### src/rtl/hrm_io_harness.sv
// hrm_io_harness: self-checking stimulus/response harness for the hrmcpu INBOX/OUTBOX ports.
// A feeder pushes N_IN stimulus words into INBOX while a drainer concurrently pops N_OUT words
// from OUTBOX and scores them against an expected image. A watchdog aborts a stalled run.
// ROM images are packed parameters with word 0 in the least-significant DATA_W bits, so the
// block needs no file loading and the images are fixed at elaboration.

module hrm_io_harness #(
    parameter int unsigned DATA_W  = 8,
    parameter int unsigned N_IN    = 4,
    parameter int unsigned N_OUT   = 2,
    parameter logic [N_IN*DATA_W-1:0]  IN_INIT  = 32'h2211_1523,
    parameter logic [N_OUT*DATA_W-1:0] OUT_INIT = 16'h2A46,
    parameter int unsigned IN_GAP  = 4,
    parameter int unsigned OUT_GAP = 1,
    parameter int unsigned TIMEOUT = 1024
) (
    input  logic              clk,
    input  logic              i_rst_n,
    input  logic              start,
    input  logic              cpu_in_full,
    output logic [DATA_W-1:0] cpu_in_data,
    output logic              cpu_in_wr,
    input  logic              cpu_out_empty,
    input  logic [DATA_W-1:0] cpu_out_data,
    output logic              cpu_out_rd,
    output logic              busy,
    output logic              done,
    output logic              pass,
    output logic              timeout,
    output logic              extra,
    output logic [15:0]       in_sent,
    output logic [15:0]       out_recv,
    output logic [15:0]       err_count,
    output logic [15:0]       first_err_idx,
    output logic [DATA_W-1:0] first_err_got
);

    // Counters are 16 bit, and the drainer hold phase needs at least one cycle.
    if (N_IN == 0 || N_IN > 65535 || N_OUT == 0 || N_OUT > 65535 ||
        OUT_GAP == 0 || TIMEOUT == 0) begin : g_param_check
        $error("hrm_io_harness: illegal parameter set");
    end

    localparam int unsigned L_IN_AW  = (N_IN > 1) ? $clog2(N_IN) : 1;
    localparam int unsigned L_OUT_AW = (N_OUT > 1) ? $clog2(N_OUT) : 1;

    // Feeder states
    localparam logic [1:0] F_IDLE = 2'd0;
    localparam logic [1:0] F_FEED = 2'd1;
    localparam logic [1:0] F_GAP  = 2'd2;
    localparam logic [1:0] F_DONE = 2'd3;

    // Drainer states
    localparam logic [1:0] D_IDLE = 2'd0;
    localparam logic [1:0] D_WAIT = 2'd1;
    localparam logic [1:0] D_HOLD = 2'd2;
    localparam logic [1:0] D_DONE = 2'd3;

    // ------------------------------------------------------------------
    // Registers
    // ------------------------------------------------------------------
    logic [1:0]        r_fstate;
    logic [1:0]        r_dstate;
    logic [31:0]       r_fgap;
    logic [31:0]       r_dgap;
    logic [31:0]       r_wdog;
    logic              r_busy;
    logic              r_done;
    logic              r_pass;
    logic              r_timeout;
    logic              r_extra;
    logic [15:0]       r_in_sent;
    logic [15:0]       r_out_recv;
    logic [15:0]       r_err_count;
    logic [15:0]       r_first_err_idx;
    logic [DATA_W-1:0] r_first_err_got;

    // ------------------------------------------------------------------
    // ROM images
    // ------------------------------------------------------------------
    logic [DATA_W-1:0] w_in_rom  [N_IN];
    logic [DATA_W-1:0] w_out_rom [N_OUT];

    for (genvar gi = 0; gi < N_IN; gi++) begin : g_in_rom
        assign w_in_rom[gi] = IN_INIT[gi*DATA_W +: DATA_W];
    end

    for (genvar go = 0; go < N_OUT; go++) begin : g_out_rom
        assign w_out_rom[go] = OUT_INIT[go*DATA_W +: DATA_W];
    end

    // ------------------------------------------------------------------
    // Combinational control
    // ------------------------------------------------------------------
    logic              w_start;
    logic              w_abort;
    logic              w_finish;
    logic              w_wr;
    logic              w_rd;
    logic              w_mismatch;
    logic [DATA_W-1:0] w_in_word;
    logic [DATA_W-1:0] w_exp_word;

    assign w_in_word  = w_in_rom[r_in_sent[L_IN_AW-1:0]];
    assign w_exp_word = w_out_rom[r_out_recv[L_OUT_AW-1:0]];

    // Start is only honoured from idle; this also covers the cycle in which done rises.
    assign w_start  = start && !r_busy;
    // The abort cycle suppresses both strobes so the watchdog decision is final.
    assign w_abort  = r_busy && (r_wdog >= TIMEOUT);
    assign w_finish = r_busy && !w_abort && (r_fstate == F_DONE) && (r_dstate == D_DONE);

    assign w_wr       = (r_fstate == F_FEED) && !cpu_in_full && !w_abort;
    assign w_rd       = (r_dstate == D_WAIT) && !cpu_out_empty && !w_abort;
    assign w_mismatch = w_rd && (cpu_out_data != w_exp_word);

    // ------------------------------------------------------------------
    // Run control: busy/done/result flags and the progress watchdog
    // ------------------------------------------------------------------
    always_ff @(posedge clk or negedge i_rst_n) begin
        if (!i_rst_n) begin
            r_busy    <= 1'b0;
            r_done    <= 1'b0;
            r_pass    <= 1'b0;
            r_timeout <= 1'b0;
            r_extra   <= 1'b0;
            r_wdog    <= '0;
        end else if (w_start) begin
            r_busy    <= 1'b1;
            r_done    <= 1'b0;
            r_pass    <= 1'b0;
            r_timeout <= 1'b0;
            r_extra   <= 1'b0;
            r_wdog    <= '0;
        end else if (w_abort) begin
            r_busy    <= 1'b0;
            r_done    <= 1'b1;
            r_pass    <= 1'b0;
            r_timeout <= 1'b1;
            r_wdog    <= '0;
        end else if (w_finish) begin
            r_busy    <= 1'b0;
            r_done    <= 1'b1;
            r_extra   <= !cpu_out_empty;
            r_pass    <= (r_err_count == 16'd0) && cpu_out_empty;
            r_wdog    <= '0;
        end else if (r_busy) begin
            r_wdog    <= (w_wr || w_rd) ? 32'd0 : r_wdog + 32'd1;
        end
    end

    // ------------------------------------------------------------------
    // Feeder: write one INBOX word, idle IN_GAP cycles, repeat until N_IN sent
    // ------------------------------------------------------------------
    always_ff @(posedge clk or negedge i_rst_n) begin
        if (!i_rst_n) begin
            r_fstate  <= F_IDLE;
            r_fgap    <= '0;
            r_in_sent <= '0;
        end else if (w_start) begin
            r_fstate  <= F_FEED;
            r_fgap    <= '0;
            r_in_sent <= '0;
        end else if (w_abort || w_finish) begin
            r_fstate  <= F_IDLE;
        end else begin
            case (r_fstate)
                F_FEED: begin
                    if (w_wr) begin
                        r_in_sent <= r_in_sent + 16'd1;
                        r_fgap    <= '0;
                        if (IN_GAP != 0) begin
                            r_fstate <= F_GAP;
                        end else if (r_in_sent + 16'd1 == 16'(N_IN)) begin
                            r_fstate <= F_DONE;
                        end
                    end
                end
                F_GAP: begin
                    if (r_fgap == IN_GAP - 32'd1) begin
                        r_fstate <= (r_in_sent == 16'(N_IN)) ? F_DONE : F_FEED;
                    end else begin
                        r_fgap <= r_fgap + 32'd1;
                    end
                end
                default: ;
            endcase
        end
    end

    // ------------------------------------------------------------------
    // Drainer: pop and score one OUTBOX word, hold OUT_GAP cycles, repeat until N_OUT
    // ------------------------------------------------------------------
    always_ff @(posedge clk or negedge i_rst_n) begin
        if (!i_rst_n) begin
            r_dstate        <= D_IDLE;
            r_dgap          <= '0;
            r_out_recv      <= '0;
            r_err_count     <= '0;
            r_first_err_idx <= '0;
            r_first_err_got <= '0;
        end else if (w_start) begin
            r_dstate        <= D_WAIT;
            r_dgap          <= '0;
            r_out_recv      <= '0;
            r_err_count     <= '0;
            r_first_err_idx <= '0;
            r_first_err_got <= '0;
        end else if (w_abort || w_finish) begin
            r_dstate        <= D_IDLE;
        end else begin
            case (r_dstate)
                D_WAIT: begin
                    if (w_rd) begin
                        r_out_recv <= r_out_recv + 16'd1;
                        r_dgap     <= '0;
                        r_dstate   <= D_HOLD;
                        if (w_mismatch) begin
                            if (r_err_count != 16'hFFFF) begin
                                r_err_count <= r_err_count + 16'd1;
                            end
                            // err_count never returns to zero, so zero marks the first miss
                            if (r_err_count == 16'd0) begin
                                r_first_err_idx <= r_out_recv;
                                r_first_err_got <= cpu_out_data;
                            end
                        end
                    end
                end
                D_HOLD: begin
                    if (r_dgap == OUT_GAP - 32'd1) begin
                        r_dstate <= (r_out_recv == 16'(N_OUT)) ? D_DONE : D_WAIT;
                    end else begin
                        r_dgap <= r_dgap + 32'd1;
                    end
                end
                default: ;
            endcase
        end
    end

    // ------------------------------------------------------------------
    // Outputs
    // ------------------------------------------------------------------
    assign cpu_in_wr     = w_wr;
    assign cpu_in_data   = w_wr ? w_in_word : '0;
    assign cpu_out_rd    = w_rd;
    assign busy          = r_busy;
    assign done          = r_done;
    assign pass          = r_pass;
    assign timeout       = r_timeout;
    assign extra         = r_extra;
    assign in_sent       = r_in_sent;
    assign out_recv      = r_out_recv;
    assign err_count     = r_err_count;
    assign first_err_idx = r_first_err_idx;
    assign first_err_got = r_first_err_got;

endmodule

### config.mk
export PLATFORM = sky130hd
export DESIGN_NAME = hrm_io_harness
export DESIGN_NICKNAME = d
export VERILOG_FILES = /design/src/rtl/hrm_io_harness.sv
export SDC_FILE = /design/constraint.sdc
export NUM_CORES = 1
export LEC_CHECK = 0
export BUFFER_PORTS_ARGS = -buffer_cell sky130_fd_sc_hd__buf_2
export CORE_UTILIZATION = 55
export DETAILED_ROUTE_END_ITERATION = 8
export PLACE_DENSITY_LB_ADDON = 0.3
export SETUP_SLACK_MARGIN = 0.15
export SKIP_LAST_GASP = 1
export SLEW_MARGIN = 20
export SYNTH_ARGS = -nofsm -noshare
export SYNTH_HDL_FRONTEND = slang
export SYNTH_SLANG_ARGS = --single-unit
### constraint.sdc
create_clock -name clk -period 2.92 [get_ports clk]
set_clock_uncertainty 0.05 [all_clocks]
set_input_delay 0.876 -clock clk [delete_from_list [all_inputs] [get_ports clk]]
set_output_delay 0.876 -clock clk [all_outputs]
set_load 0.1 [all_outputs]
==> results.tsv <==
stage	metric	value	unit
final_layout	nets	1210	
worst_setup_path	cp-end-kind	primary output	
final_layout	antenna_cells	0	
final_layout	area_growth	27.8	%
timing	rsz0062_at_grt	true	
run	drv_cap	0	
power_and_ir_drop	p_leak	5.35	nW
power_and_ir_drop	p_total	0.0120	W
timing	hold_ws	0.315	ns
timing	worst_slack	-0.204	ns
logic_synthesis	syn_area	0.00943	mm²
final_layout	layout-drive-gt1-share	26.4	%
route	dr.pass1.iters	6	
grt	grt_usage	29.5	%
final_layout	final_cells	1418	
status	status	finished, violations left	
logic_synthesis	synth_top_area_share	47.0	%
logic_synthesis	ys_async_sr_fraction	100	%
clock_tree	numClockSinks	177	
worst_setup_path	crit_type	flip-flop to primary output	
clock_tree	cts_tree	built	
place	dp.cells	1350	
clock_tree	path_clk_slew	0.07	ns
power_and_ir_drop	power.internal	0.00605	W
clock_tree	insertion_delay	0.45	ns
route	avgRoutedWirePerCell	19.2	µm
clock_tree	cts_buffer_depth	2	
final_layout	final_common_cell	dfrtp_1	
route	ant_nets	0	
logic_synthesis	synth-edff-count	0	
power_and_ir_drop	power_density	998	mW/mm²
worst_setup_path	r2r-start	r_wdog[26]	
grt	grt_pass1_wl	41.7	mm
logic_synthesis	post_synth_inst_count	1039	
logic_synthesis	synth-main-ff-cell	dfrtp_1	
status	violations	negative setup slack	
final_layout	layout_common_cells	dfrtp_1, nor2_1, buf_2	
die	fp.dieW	133	µm
worst_setup_path	arrival	2.20	ns
power_and_ir_drop	clkPwrFrac	19.1	%
grt	grt_overflow	0	
logic_synthesis	yosysSeqAreaShare	47.0	%
final_layout	multi_input_area	0.00513	mm²
logic_synthesis	synth_area_leaders	dfrtp_1, nor2_1, a21oi_1	
final_layout	n_fill_cell	1143	
place	dpl.hpwl	16.6	mm
route	finalWirelength	27.2	mm
worst_setup_path	cp_max_fo	5	
place	portBuffers	96	
timing	fin_setup_tns	-1.24	ns
logic_synthesis	yosys_warnings	0	
die	die-area	0.0177	mm²
clock_tree	clockRootBuffer	clkbuf_16	
logic_synthesis	ys_types	67	
power_and_ir_drop	power_frac_comb	53.7	%
logic_synthesis	syn_avg_cell_area	9.08	µm²
place	routabilityCongestion	0.878	
die	start_util	56.7	%
clock_tree	numCtsBuffers	17	
worst_setup_path	crit_start	r_wdog[26]	
route	viasPerCell	6.48	
die	ios	100	
route	num_vias	9193	
timing	slew_viol_final	0	
worst_hold_path	hold_path_class	primary input to asynchronous set/reset pin	
logic_synthesis	netlist.top_cell.by_area	dfrtp_1	
worst_setup_path	crit_required	1.99	ns
timing	relSlewSlack	55.1	%
timing	period_needed	3.12	ns
worst_setup_path	r2r_cells	9	
die	die_y	133	µm
timing	finalCritPeriodShare	107	%
timing	hold_viol_final	0	
power_and_ir_drop	switching_power	0.00599	W
die	row_count	47	
grt	grt_pass1_vias	8473	
timing	tightest_slew	0.668	ns
logic_synthesis	ys_ff_latch	177	
power_and_ir_drop	pwr-share-seq	27.2	%
die	core_area	0.0166	mm²
worst_setup_path	worstSetupStartpointType	flip-flop	
power_and_ir_drop	ir_drop	1.32	mV
route	drt_iter0_drc	886	
worst_setup_path	r2r-end	r_dgap[20]	
grt	antenna_found_initial	0	
timing	fmax	0.320	GHz
grt	grt_max_degree	45	
final_layout	seq_area	0.00443	mm²
worst_setup_path	crit_end	cpu_in_data[2]	
clock_tree	h-tree-depth	4	
timing	setup_viol	9	
power_and_ir_drop	p_sw_share	49.7	%
route	drc	0	
worst_setup_path	rrSetupSlack	-0.02	ns
final_layout	final_util	72.5	%
-- final cells by class --
type / count / area share [%]
sequential: 177 / 36.8
timing repair buffer: 181 / 12.8
multi-input combinational: 784 / 42.5
inverter: 24 / 0.747
clock buffer: 17 / 3.53
tap: 220 / 2.28
clock inverter: 15 / 1.39
-- kinds of logic (layout without fill, tap and decap cells) --
family	count (synthesis)	after routing	share of synthesized area [%]
muxes	29	29	3.08
and+or+nand+nor	496	498	27.9
xor gates and xnor gates	28	28	2.60
adders and majority gates	12	12	1.59
buffers and inverters	82	237	3.58
DFF	177	177	47.0
AOI/OAI and AO/OA	214	214	14.3
other	1	3	0.0398
-- metal layers --
layer / GRT usage, % / up-vias / share of wire [%]
li1: - / 4161 / -
met1: 38.5 / 4432 / 41
met2: 47.1 / 511 / 48
met3: 6.67 / 89 / 8.0
met4: 12.7 / 0 / 3.2
met5: 0 / - / 0
-- Yosys cell counts, types with 6 or more instances --
| cell type | number |
|---|---|
| dfrtp_1 | 177 |
| nor2_1 | 116 |
| nand2_1 | 89 |
| a21oi_1 | 67 |
| nand3_1 | 54 |
| o21ai_0 | 51 |
| clkbuf_1 | 41 |
| or4_1 | 41 |
| nand4_1 | 39 |
| mux2i_1 | 29 |
| or3_1 | 28 |
| and3_1 | 27 |
| o31ai_1 | 27 |
| nor4_1 | 26 |
| inv_1 | 24 |
| nor3_1 | 21 |
| a31oi_1 | 17 |
| xor2_1 | 16 |
| and4_1 | 13 |
| and2_1 | 12 |
| ha_1 | 12 |
| xnor2_1 | 12 |
| o211ai_1 | 9 |
| nand2b_1 | 7 |
| nor4b_1 | 7 |
| buf_4 | 6 |
-- critical path: stages, from the launching register on --
cell	delay, ns
dfrtp_1	0.42
nor4_2	0.34
nand4_1	0.22
o21ai_2	0.20
buf_6	0.16
and3_2	0.24
buf_12	0.18
-- sequential cells by signal, summed over array words and instances, names as in the netlist, 2 cells and up --
register	flops
first_err_idx	16
err_count	16
r_fgap	32
first_err_got	8
r_wdog	32
r_fstate	2
in_sent	16
out_recv	16
r_dgap	32
r_dstate	2
-- how the worst min path moves through the flow --
stage | start | to | slack, ns | cells past startpoint
2_1_floorplan | r_fgap[11] | r_fgap[11] | 0.41 | 1
3_5_place_dp | timeout | timeout | 0.41 | 2
4_1_cts | i_rst_n | r_wdog[5] | 0.33 | 1
5_1_grt | i_rst_n | r_wdog[15] | 0.33 | 1
6_report | i_rst_n | r_wdog[5] | 0.31 | 1
3_3_place_gp | timeout | timeout | 0.40 | 2
-- power groups by stage --
stage / registers [W] / clock network (W) / logic, W
floorplan: 0.00498 / 0 / 0.00207
CTS: 0.00324 / 0.00230 / 0.00600
global placement: 0.00327 / 0 / 0.00510
global route: 0.00332 / 0.00241 / 0.00674
finish: 0.00327 / 0.00230 / 0.00647
detailed placement: 0.00328 / 0 / 0.00515
-- per-stage QoR --
stage,setup slack [ns],cell area [µm²]
after detailed placement,-0.0233,10600
after global routing,-0.304,12100
after CTS,-0.205,11600
after global placement,0.0117,10600
after floorplan,-0.186,9510
final,-0.204,12100
-- repair_timing --
item / 4_1_cts / 5_1_grt
setup endpoints to repair: 36 / 104
setup buffers: 12 / 11
cloned: 8 / 5
pin swaps: 55 / 56
hold buffers: 0 / 0
gates resized for setup: 35 / 78
Power figures use the tool's default switching activity.
